File: config.mk
export PLATFORM = sky130hd
export DESIGN_NAME = op_dispatcher
export DESIGN_NICKNAME = d
export VERILOG_FILES = /design/src/rtl/op_dispatcher_pkg.sv /design/src/rtl/op_dispatcher_occ.sv /design/src/rtl/op_dispatcher.sv
export SDC_FILE = /design/constraint.sdc
export NUM_CORES = 1
export LEC_CHECK = 0
export ABC_AREA = 1
export CORE_MARGIN = 5
export CORE_UTILIZATION = 30
export CTS_BUF_LIST = sky130_fd_sc_hd__clkbuf_4 sky130_fd_sc_hd__clkbuf_8 sky130_fd_sc_hd__clkbuf_16
export DETAILED_ROUTE_END_ITERATION = 8
export PLACE_DENSITY = 0.75
export SLEW_MARGIN = 20
export SYNTH_ARGS = -nofsm -noshare
export SYNTH_HDL_FRONTEND = slang
export SYNTH_SLANG_ARGS = --single-unit
File: constraint.sdc
create_clock -name clk -period 1.9 [get_ports clk]
set_clock_uncertainty 0.15 [all_clocks]
set_input_delay 0.285 -clock clk [delete_from_list [all_inputs] [get_ports clk]]
set_output_delay 0.285 -clock clk [all_outputs]
set_load 0.01 [all_outputs]
File: src/rtl/op_dispatcher_pkg.sv
// Shared types for the op_dispatcher front-end.
//   op_type_t : 2-bit command encoding seen on op_type / resp_type
//   state_t   : dispatcher FSM states
//   req_onehot: maps a command to its request strobe, bit index == encoding
//               {deq_back, deq_front, enq_front, enq_back}
package op_dispatcher_pkg;

  typedef enum logic [1:0] {
    OpEnqBack  = 2'd0,
    OpEnqFront = 2'd1,
    OpDeqFront = 2'd2,
    OpDeqBack  = 2'd3
  } op_type_t;

  typedef enum logic [1:0] {
    StIdle,
    StIssue,
    StResp
  } state_t;

  function automatic logic [3:0] req_onehot(op_type_t op);
    return 4'b0001 << op;
  endfunction

endpackage

File: src/rtl/op_dispatcher_occ.sv
// Saturating up/down occupancy counter for the downstream queue.
// Only instantiated when OP_DISPATCH_OCC_TRACK_EN is defined.
// Ports:
//   clk, rst    : clock, synchronous active-high reset (count -> 0)
//   inc, dec    : one-cycle count strobes (enqueue / dequeue completion)
//   full, empty : count == p_depth / count == 0
module op_dispatcher_occ #(
  parameter int unsigned p_depth = 32
) (
  input  logic clk,
  input  logic rst,
  input  logic inc,
  input  logic dec,
  output logic full,
  output logic empty
);

  localparam int unsigned CntW = $clog2(p_depth + 1);

  logic [CntW-1:0] count_q;

  assign full  = (count_q == CntW'(p_depth));
  assign empty = (count_q == '0);

  always_ff @(posedge clk) begin
    if (rst) begin
      count_q <= '0;
    end else if (inc && !dec && !full) begin
      count_q <= count_q + 1'b1;
    end else if (dec && !inc && !empty) begin
      count_q <= count_q - 1'b1;
    end
  end

endmodule

File: src/rtl/op_dispatcher.sv
// Front-end for the double-ended queue: accepts one {op, data} command at a
// time, issues it on exactly one of the four queue req/cpl interfaces and
// returns {op, data, err} on a val/rdy response channel.
// Optional feature: define OP_DISPATCH_OCC_TRACK_EN to track occupancy and
// reject enqueue-when-full / dequeue-when-empty without touching the queue.
// Ports:
//   clk, rst                       : clock, synchronous active-high reset
//   op_val/op_rdy/op_type/op_data  : command channel
//   resp_val/resp_rdy/resp_*       : response channel (registered, held in RESP)
//   *_req / *_cpl                  : queue request strobes / completion pulses
//   enq_*_data                     : latched payload, stable while a req is high
//   deq_*_data                     : dequeued data, valid in the cpl cycle
module op_dispatcher
  import op_dispatcher_pkg::*;
#(
  parameter int unsigned p_depth    = 32,
  parameter int unsigned p_bitwidth = 32
) (
  input  logic                  clk,
  input  logic                  rst,
  input  logic                  op_val,
  output logic                  op_rdy,
  input  logic [1:0]            op_type,
  input  logic [p_bitwidth-1:0] op_data,
  output logic                  resp_val,
  input  logic                  resp_rdy,
  output logic [1:0]            resp_type,
  output logic [p_bitwidth-1:0] resp_data,
  output logic                  resp_err,
  output logic                  enq_back_req,
  output logic                  enq_front_req,
  output logic                  deq_front_req,
  output logic                  deq_back_req,
  input  logic                  enq_back_cpl,
  input  logic                  enq_front_cpl,
  input  logic                  deq_front_cpl,
  input  logic                  deq_back_cpl,
  output logic [p_bitwidth-1:0] enq_back_data,
  output logic [p_bitwidth-1:0] enq_front_data,
  input  logic [p_bitwidth-1:0] deq_front_data,
  input  logic [p_bitwidth-1:0] deq_back_data
);

  state_t                state_q;
  op_type_t              type_q;
  logic [p_bitwidth-1:0] data_q;
  logic [3:0]            req_q;
  logic [3:0]            cpl_vec;
  logic                  cpl_hit;
  logic                  accept;
  logic                  reject;
  op_type_t              op_in;

  assign op_in   = op_type_t'(op_type);
  assign op_rdy  = (state_q == StIdle);
  assign accept  = op_val && op_rdy;
  assign cpl_vec = {deq_back_cpl, deq_front_cpl, enq_front_cpl, enq_back_cpl};
  // Only the completion of the interface we actually requested counts.
  assign cpl_hit = (state_q == StIssue) && |(cpl_vec & req_q);

  assign {deq_back_req, deq_front_req, enq_front_req, enq_back_req} = req_q;
  assign enq_back_data  = data_q;
  assign enq_front_data = data_q;

`ifdef OP_DISPATCH_OCC_TRACK_EN
  logic occ_full;
  logic occ_empty;

  op_dispatcher_occ #(
    .p_depth(p_depth)
  ) u_occ (
    .clk  (clk),
    .rst  (rst),
    .inc  (cpl_hit && !type_q[1]),
    .dec  (cpl_hit && type_q[1]),
    .full (occ_full),
    .empty(occ_empty)
  );

  // op_type[1] set means a dequeue.
  assign reject = op_type[1] ? occ_empty : occ_full;
`else
  assign reject = 1'b0;
`endif

  always_ff @(posedge clk) begin
    if (rst) begin
      state_q   <= StIdle;
      type_q    <= OpEnqBack;
      data_q    <= '0;
      req_q     <= '0;
      resp_val  <= 1'b0;
      resp_type <= 2'd0;
      resp_data <= '0;
      resp_err  <= 1'b0;
    end else begin
      unique case (state_q)
        StIdle: begin
          if (accept) begin
            type_q    <= op_in;
            data_q    <= op_data;
            resp_type <= op_type;
            if (reject) begin
              // Rejected commands bypass the queue entirely.
              state_q   <= StResp;
              resp_val  <= 1'b1;
              resp_err  <= 1'b1;
              resp_data <= '0;
            end else begin
              state_q  <= StIssue;
              req_q    <= req_onehot(op_in);
              resp_err <= 1'b0;
            end
          end
        end
        StIssue: begin
          if (cpl_hit) begin
            req_q    <= '0;
            resp_val <= 1'b1;
            state_q  <= StResp;
            unique case (type_q)
              OpDeqFront: resp_data <= deq_front_data;
              OpDeqBack:  resp_data <= deq_back_data;
              default:    resp_data <= '0;
            endcase
          end
        end
        StResp: begin
          if (resp_rdy) begin
            resp_val <= 1'b0;
            state_q  <= StIdle;
          end
        end
        default: state_q <= StIdle;
      endcase
    end
  end

  // A completion on an interface that is not currently requested is a queue
  // protocol error; the FSM ignores it.
  always_ff @(posedge clk) begin
    if (!rst) begin
      stray_cpl: assert ((cpl_vec & ~req_q) == 4'b0000);
    end
  end

endmodule

## After elaboration in Yosys (flattened, before gate mapping)

Index checks and enable logic that the tools add are counted.

- Register bits after elaboration: 73
- Word-level logic and storage cells: 37

- Equality and inequality tests: 7
- Shifts and indexed selects: 1
- Muxes and demuxes: 11
- Bitwise gates (word level): 1
- Reductions and logical operators: 11

Operators by type and width:

| kind | count |
|---|---|
| $pmux W32 S2 | 1 |
| $reduce_and A3 Y1 | 3 |
| $mux W4 | 2 |
| $pmux W4 S2 | 1 |
| $eq A2 B2 Y1 const B | 3 |
| $mux W2 | 3 |
| $pmux W2 S3 | 1 |
| $and A4 B4 Y4 | 1 |
| $ne A2 B2 Y1 const B | 2 |
| $reduce_and A2 Y1 | 2 |
| $reduce_bool A2 Y1 | 2 |
| $reduce_or A4 Y1 | 1 |
| $shl A1 B2 Y4 const A | 1 |
| $eq A2 B1 Y1 const B | 1 |
| $logic_and A1 B1 Y1 | 2 |
| $logic_not A2 Y1 | 1 |
| $mux W1 | 2 |
| $ne A2 B1 Y1 const B | 1 |
| $pmux W1 S2 | 1 |

## Longest topological paths before layout

Gate-level depths: netlist of run 1.

- Word-level depth: 5
- Depth in mapped cells: 8

## Worst setup path before layout of run 1

Ideal clock, no wire load.

- Path type: register to register
- Start: reg state_q[1]
- End: reg data_q[10] (netlist: enq_back_data[10])
- Setup time: 0.116 ns
- Arrival: 1.101 ns
- Setup slack: 0.533 ns
- Cell stages (with the launch flop): 7
- Buffers on the path: 2
- Cells stage by stage: dfxtp_1 > nor2_2 > nand2_1 > buf_4 > buf_2 > o21ai_0 > nor2_1

- Word-level cells in the longest chain between the ends: 3

RTL lines:

| what | RTL line | RTL |
|---|---|---|
| from (decl) | op_dispatcher.sv:44 | `state_t state_q;` |
| from (signal assigned) | op_dispatcher.sv:88 | `state_q <= StIdle;` |
| from (signal assigned) | op_dispatcher.sv:105 | `state_q <= StResp;` |
| from (signal assigned) | op_dispatcher.sv:110 | `state_q <= StIssue;` |
| $logic_not A2 Y1 (*) | op_dispatcher.sv:55 | `assign op_rdy = (state_q == StIdle);` |
| named net op_rdy | op_dispatcher.sv:22 | `output logic op_rdy,` |
| $logic_and A1 B1 Y1 | op_dispatcher.sv:56 | `assign accept = op_val && op_rdy;` |
| $reduce_and A2 Y1 (no line) (*) | -- |  |
| to (signal assigned) | op_dispatcher.sv:101 | `data_q <= op_data;` |
| to (decl) | op_dispatcher.sv:46 | `logic [p_bitwidth-1:0] data_q;` |

The timed path passes the listed nets; every way through them passes the cells marked *.
A chain may end at the register's enable or synchronous reset.

## Worst setup path after layout of run 1

- Start: reg state_q[1]
- End: out op_rdy

- Word-level cells in the longest chain between the ends: 1

RTL lines:

| what | RTL line |
|---|---|
| $logic_not A2 Y1 | op_dispatcher.sv:55 |
| to (decl) | op_dispatcher.sv:22 |

No other way between the ends.

==> run metrics, run 1 <==
vias per cell 4.443; crit path max-delay cell type clkdlybuf4s50_1; area of the multi-input gates 1385 um2; initial antenna violation count 0; Mapped Cells 481; CTS max path bufs 2; crit-path cells nor2_2, clkdlybuf4s50_1; Vias 3537; Final Core Density 50.65%; GRT Util Overall 14.89%; hold buffer count at CTS 0; Die Y 114.9 um; WL final 10200 um; largest net degree at the start of global routing 37; CP max stage delay 0.55 ns; Initial DRT Pass Iterations 6; DRC viols 0; P_leak 2.238 nW; Chip Width 114.9 um; Hold Vio Cnt, Final 0; clock period minus worst slack 1.812 ns; WP data arrival 1.38 ns; post-CTS resize count 0; worst-case vdd ir drop 0.0004051 V; PortBufs 209; fin crit share 95.35%; Clk Tree Root Cell clkbuf_8; Starting Density 30.59%; Max-Cap Viols 0; GR Overflow Total 0; num ports 211; Worst Path Buf+Inv 1; RSZ-0062 raised after global routing no; # nets final 757; Worst R2R Start req_q[0]; pwr/cell area 796.4 nW/um2; status finished clean; Area growth syn-to-layout 65.56%; sequential element share of the synthesized area 44.26%; first-pass GRT wire length 15870 um; Critical Path RT 1.46 ns; type of the worst setup path flop to output pin; Core ar. 10790 um2; RePlAce Congestion 0.8396; vias in the first global route 3494; Sequential cell area 1461 um2; DRT antenna net count 0; die area 13200 um2; synth warn 0; row cnt 38; Hold Path Sink resp_data[25]; layout cells sized above 1 4.878%; critical path's top delay family buffers and inverters; fillers 1056; # Post-CTS Setup Buffers 0; DP HPWL 8226 um; PnR worst setup slack 0.08844 ns; Hold Path Depth 2; Setup Viol. Count Final 0; fmax 0.5520 GHz; Pins Over Slew Limit 0; Iteration-0 DRC Markers 189; Mapped Area 3302 um2; CTS Buf Count 9; syn_nets 587; Avg Cell Area, Syn 6.865 um2; WL/cell 12.81 um; Inserted Diodes 0; Worst-path clk slew 0.07 ns; Worst setup SP type flop; worst-skew pair later-pin latency 0.33 ns; Hold Path Origin resp_data[25]; CTS H-Tree Depth 3; CTS sink cnt 73; WHS 0.3342 ns; Reg2Reg Depth 6; Worst R2R End resp_data[21]; register-to-register setup slack 0.35 ns; Hold Path Class flop to flop; number of register bits inferred by synthesis 73; distinct cell type count after synthesis 22; CP endpoint kind output pin; CTS tree yes; worst-path fanout max 4; Post-Place Setup Slack -0.002988 ns
==> power breakdown <==
group | internal, W | switching, W | total (W)
logic | 0.000722 | 0.000560 | 0.00128
registers | 0.00169 | 0.000110 | 0.00180
clock network | 0.000743 | 0.000532 | 0.00127
==> flip-flops by register name (all words and copies together), names as in the netlist <==
signal	flops
req_q	4
resp_val	1
state_q	2
enq_back_data	32
type_q	2
resp_data	32
==> Yosys cell counts, drive strengths merged <==
library cell / number / area (um2)
nor2: 141 / 539.3
nand2: 112 / 420.4
dfxtp: 73 / 1461
o21ai: 67 / 339.1
buf: 48 / 362.8
clkbuf: 12 / 45.04
inv: 10 / 37.53
a21oi: 6 / 30.03
nand3: 5 / 25.02
clkinv: 2 / 12.51
nor3: 2 / 10.01
conb: 1 / 3.750
o21a: 1 / 7.510
o31ai: 1 / 7.510
==> metal layers <==
layer / vias up / GRT usage [%] / share of wire [%]
li1: 1800 / - / -
met1: 1556 / 16.00 / 38
met2: 166 / 26.27 / 48
met3: 15 / 5.316 / 12
met4: 0 / 6.495 / 1.7
met5: - / 0 / 0
==> layout make-up <==
cell class                 instances  area share, %
timing repair buffer             219          39.87
sequential                        73          26.73
multi-input combinational        336          25.34
clock buffer                      14          3.296
tap                              140          3.204
inverter                          12         0.9155
clock inverter                     2         0.6409
==> tightest hold or removal path, delay by kind of cell (launching register included) <==
family        cells  cell delay [ns]
simple gates      2             0.12
flops             1             0.33
==> logic make-up after synthesis <==
kind of cell    synth area share [%]
simple gates                   30.12
compound gates                 11.63
flops                          44.26
buf+inv                        13.87
other cells                   0.1136
==> placed cells by master (no fill, tap or decap), types with 2 or more instances in the layout <==
master,synthesis,routed
a21oi_1,6,6
buf_4,34,9
clkbuf_4,0,2
clkbuf_8,0,12
clkdlybuf4s50_1,0,209
clkinv_1,1,2
dfxtp_1,73,73
inv_1,9,8
nand2_1,112,112
nand3_1,5,5
nor2_1,139,138
nor2_2,1,2
nor3_1,2,2
o21ai_0,55,55
o21ai_1,11,11
==> per-stage QoR <==
stage	power (W)	area [um2]	setup TNS (ns)	cells
after global routing	0.004623	5466	0	796
after detailed placement	0.003125	5251	-0.002988	780
after floorplan	0.002450	3302	0	481
after CTS	0.004419	5466	0	796
final	0.004354	5466	0	796
after global placement	0.003092	5251	0	780
==> worst max-delay path by stage <==
stage | startpoint | depth (start not counted) | slack, ns | to
after detailed placement | enq_front_cpl | 7 | -0.003 | resp_data[29]
after CTS | state_q[1] | 2 | 0.05 | op_rdy
after global placement | enq_front_cpl | 7 | 0.04 | resp_data[13]
after floorplan | state_q[1] | 6 | 0.53 | enq_back_data[10]
final | state_q[1] | 2 | 0.09 | op_rdy
after global routing | state_q[1] | 2 | 0.03 | op_rdy
No activity file was read; power rests on OpenSTA's default activity.
==> run 2: changes to the inputs <==
- clock period: 1.9 -> 1.97 ns (I/O delays scaled with it)
==> run 2 against run 1 <==
Against the previous run: die area stayed put; worst setup slack better by 0.044 ns; worst hold slack got worse by 0.0039 ns; critical path depth did not move; power is 7.4% lower; non-clock buffer count down 1; cell count fell by 0.13%; largest cell class unchanged; highest routed layer unchanged.
==> run metrics, run 2 (synthesized netlist as in run 1, its figures left out) <==
status finished clean; # Post-CTS Setup Buffers 0 (unchanged); fmax 0.5442 GHz; post-CTS resize count 0 (unchanged); DRT antenna net count 0 (unchanged); Iteration-0 DRC Markers 192 (+1.6%); Initial DRT Pass Iterations 4 (-2); Hold Path Origin resp_val; Critical Path RT 1.52 ns (+0.06 ns); fin crit share 93.29%; Clk Tree Root Cell clkbuf_8; Max-Cap Viols 0 (unchanged); Inserted Diodes 0 (unchanged); GRT Util Overall 15.01% (+0.12 points); PortBufs 209 (unchanged); pwr/cell area 741.2 nW/um2 (-6.9%); worst-case vdd ir drop 0.0003132 V (-23%); Area growth syn-to-layout 64.68%; Worst R2R End resp_data[31]; setup TNS 0 ns (unchanged); # nets final 756 (-0.13%); Chip Width 114.9 um (unchanged); GR Overflow Total 0 (unchanged); CTS Buf Count 9 (unchanged); largest net degree at the start of global routing 39 (+5.4%); first-pass GRT wire length 16010 um (+0.91%); die area 13200 um2 (unchanged); dpl cells 779 (-0.13%); worst-skew pair later-pin latency 0.34 ns (about the same); Worst R2R Start req_q[1]; WP data arrival 1.39 ns (about the same); WHS 0.3303 ns (-0.003860 ns); CTS tree yes; WL/cell 12.78 um (-0.21%); CTS max path bufs 2 (unchanged); WL final 10160 um (-0.33%); Die Y 114.9 um (unchanged); DP Area 5256 um2 (about the same); num ports 211 (unchanged); P_leak 2.216 nW (-0.98%); most common cell after layout, fill and taps aside clkdlybuf4s50_1; fin cells 795 (-0.13%); CTS H-Tree Depth 3 (unchanged); Hold Path Depth 2 (unchanged); RSZ-0062 raised after global routing no; worst-path fanout max 4 (unchanged); Setup Viol. Count Final 0 (unchanged); clock period minus worst slack 1.838 ns; most frequent cells in the layout clkdlybuf4s50_1, nor2_1, nand2_1, dfxtp_1, o21ai_0; Starting Density 30.59% (unchanged); Core ar. 10790 um2 (unchanged); Hold Vio Cnt, Final 0 (unchanged); Worst-path clk slew 0.08 ns (about the same); register-to-register setup slack 0.43 ns (+0.08 ns); vias in the first global route 3472 (-0.63%); fin area 5438 um2 (-0.53%); DRC viols 0 (unchanged); Pins Over Slew Limit 0 (unchanged); Hold Path Class flop to flop; hold buffer count at CTS 0 (unchanged); row cnt 38 (unchanged); Reg2Reg Depth 6 (unchanged); RePlAce Congestion 0.8353 (-0.51%); Hold Path Sink resp_val; CP max stage delay 0.55 ns (about the same); layout cells sized above 1 4.733% (-0.15 points); Vias 3457 (-2.3%); initial antenna violation count 0 (unchanged); CP endpoint kind output pin; DP HPWL 8144 um (-0.99%); crit path max-delay cell type clkdlybuf4s50_1; Worst setup SP type flop; crit-path cells nor2_2, clkdlybuf4s50_1; Total Power 0.004030 W (-7.4%); CTS sink cnt 73 (unchanged); vias per cell 4.348 (-2.1%); type of the worst setup path flop to output pin
-- run 2: changes by cell type in the layout (fill, tap and decap cells not counted), sizes merged --
cell      delta
clkinvlp     +2
clkinv       +2
clkbuf       -3
bufinv       -1
buf          -1
-- run 2: power breakdown --
part	switching [W]	internal [W]
Sequential	0.000106	0.00163
Combinational	0.000539	0.000700
Clock	0.000539	0.000519
Total	0.00118	0.00285
-- run 2: worst max path at each step --
stage,start,endpoint,slack (ns),cells past startpoint
5_1_grt,state_q[1],op_rdy,0.08,2
3_5_place_dp,enq_front_cpl,resp_data[15],0.05,7
4_1_cts,state_q[1],op_rdy,0.10,2
3_3_place_gp,deq_front_cpl,resp_data[13],0.1,7
6_report,state_q[1],op_rdy,0.13,2
2_1_floorplan,state_q[1],enq_back_data[10],0.60,6
-- run 2: layout make-up --
cell class              count  area, um2
clock buffers              11      151.4
clock inverters             5      30.03
fillers                  1046       5355
inverters                  12      50.05
multi-input cells         336       1385
flip-flops and latches     73       1461
well taps                 140      175.2
repair buffers            218       2185
-- run 2: per-layer routing --
metal	part of all wire (%)	track usage, %
met1	40	16.42
met2	48	26.70
met3	10	4.789
met4	1.9	6.260
met5	0	0
-- run 2: worst max-delay path: cells and delay by family (launching register included) --
family | cells | cell delay, ns
buf+inv | 1 | 0.55
flops | 1 | 0.37
simple gates | 1 | 0.13
-- run 2: per-stage QoR --
stage	worst slack (ns)	util, %
after floorplan	0.6031	-
after detailed placement	0.05212	48.70
after CTS	0.1015	50.38
after global routing	0.07523	50.38
after global placement	0.09667	48.70
final	0.1323	50.38
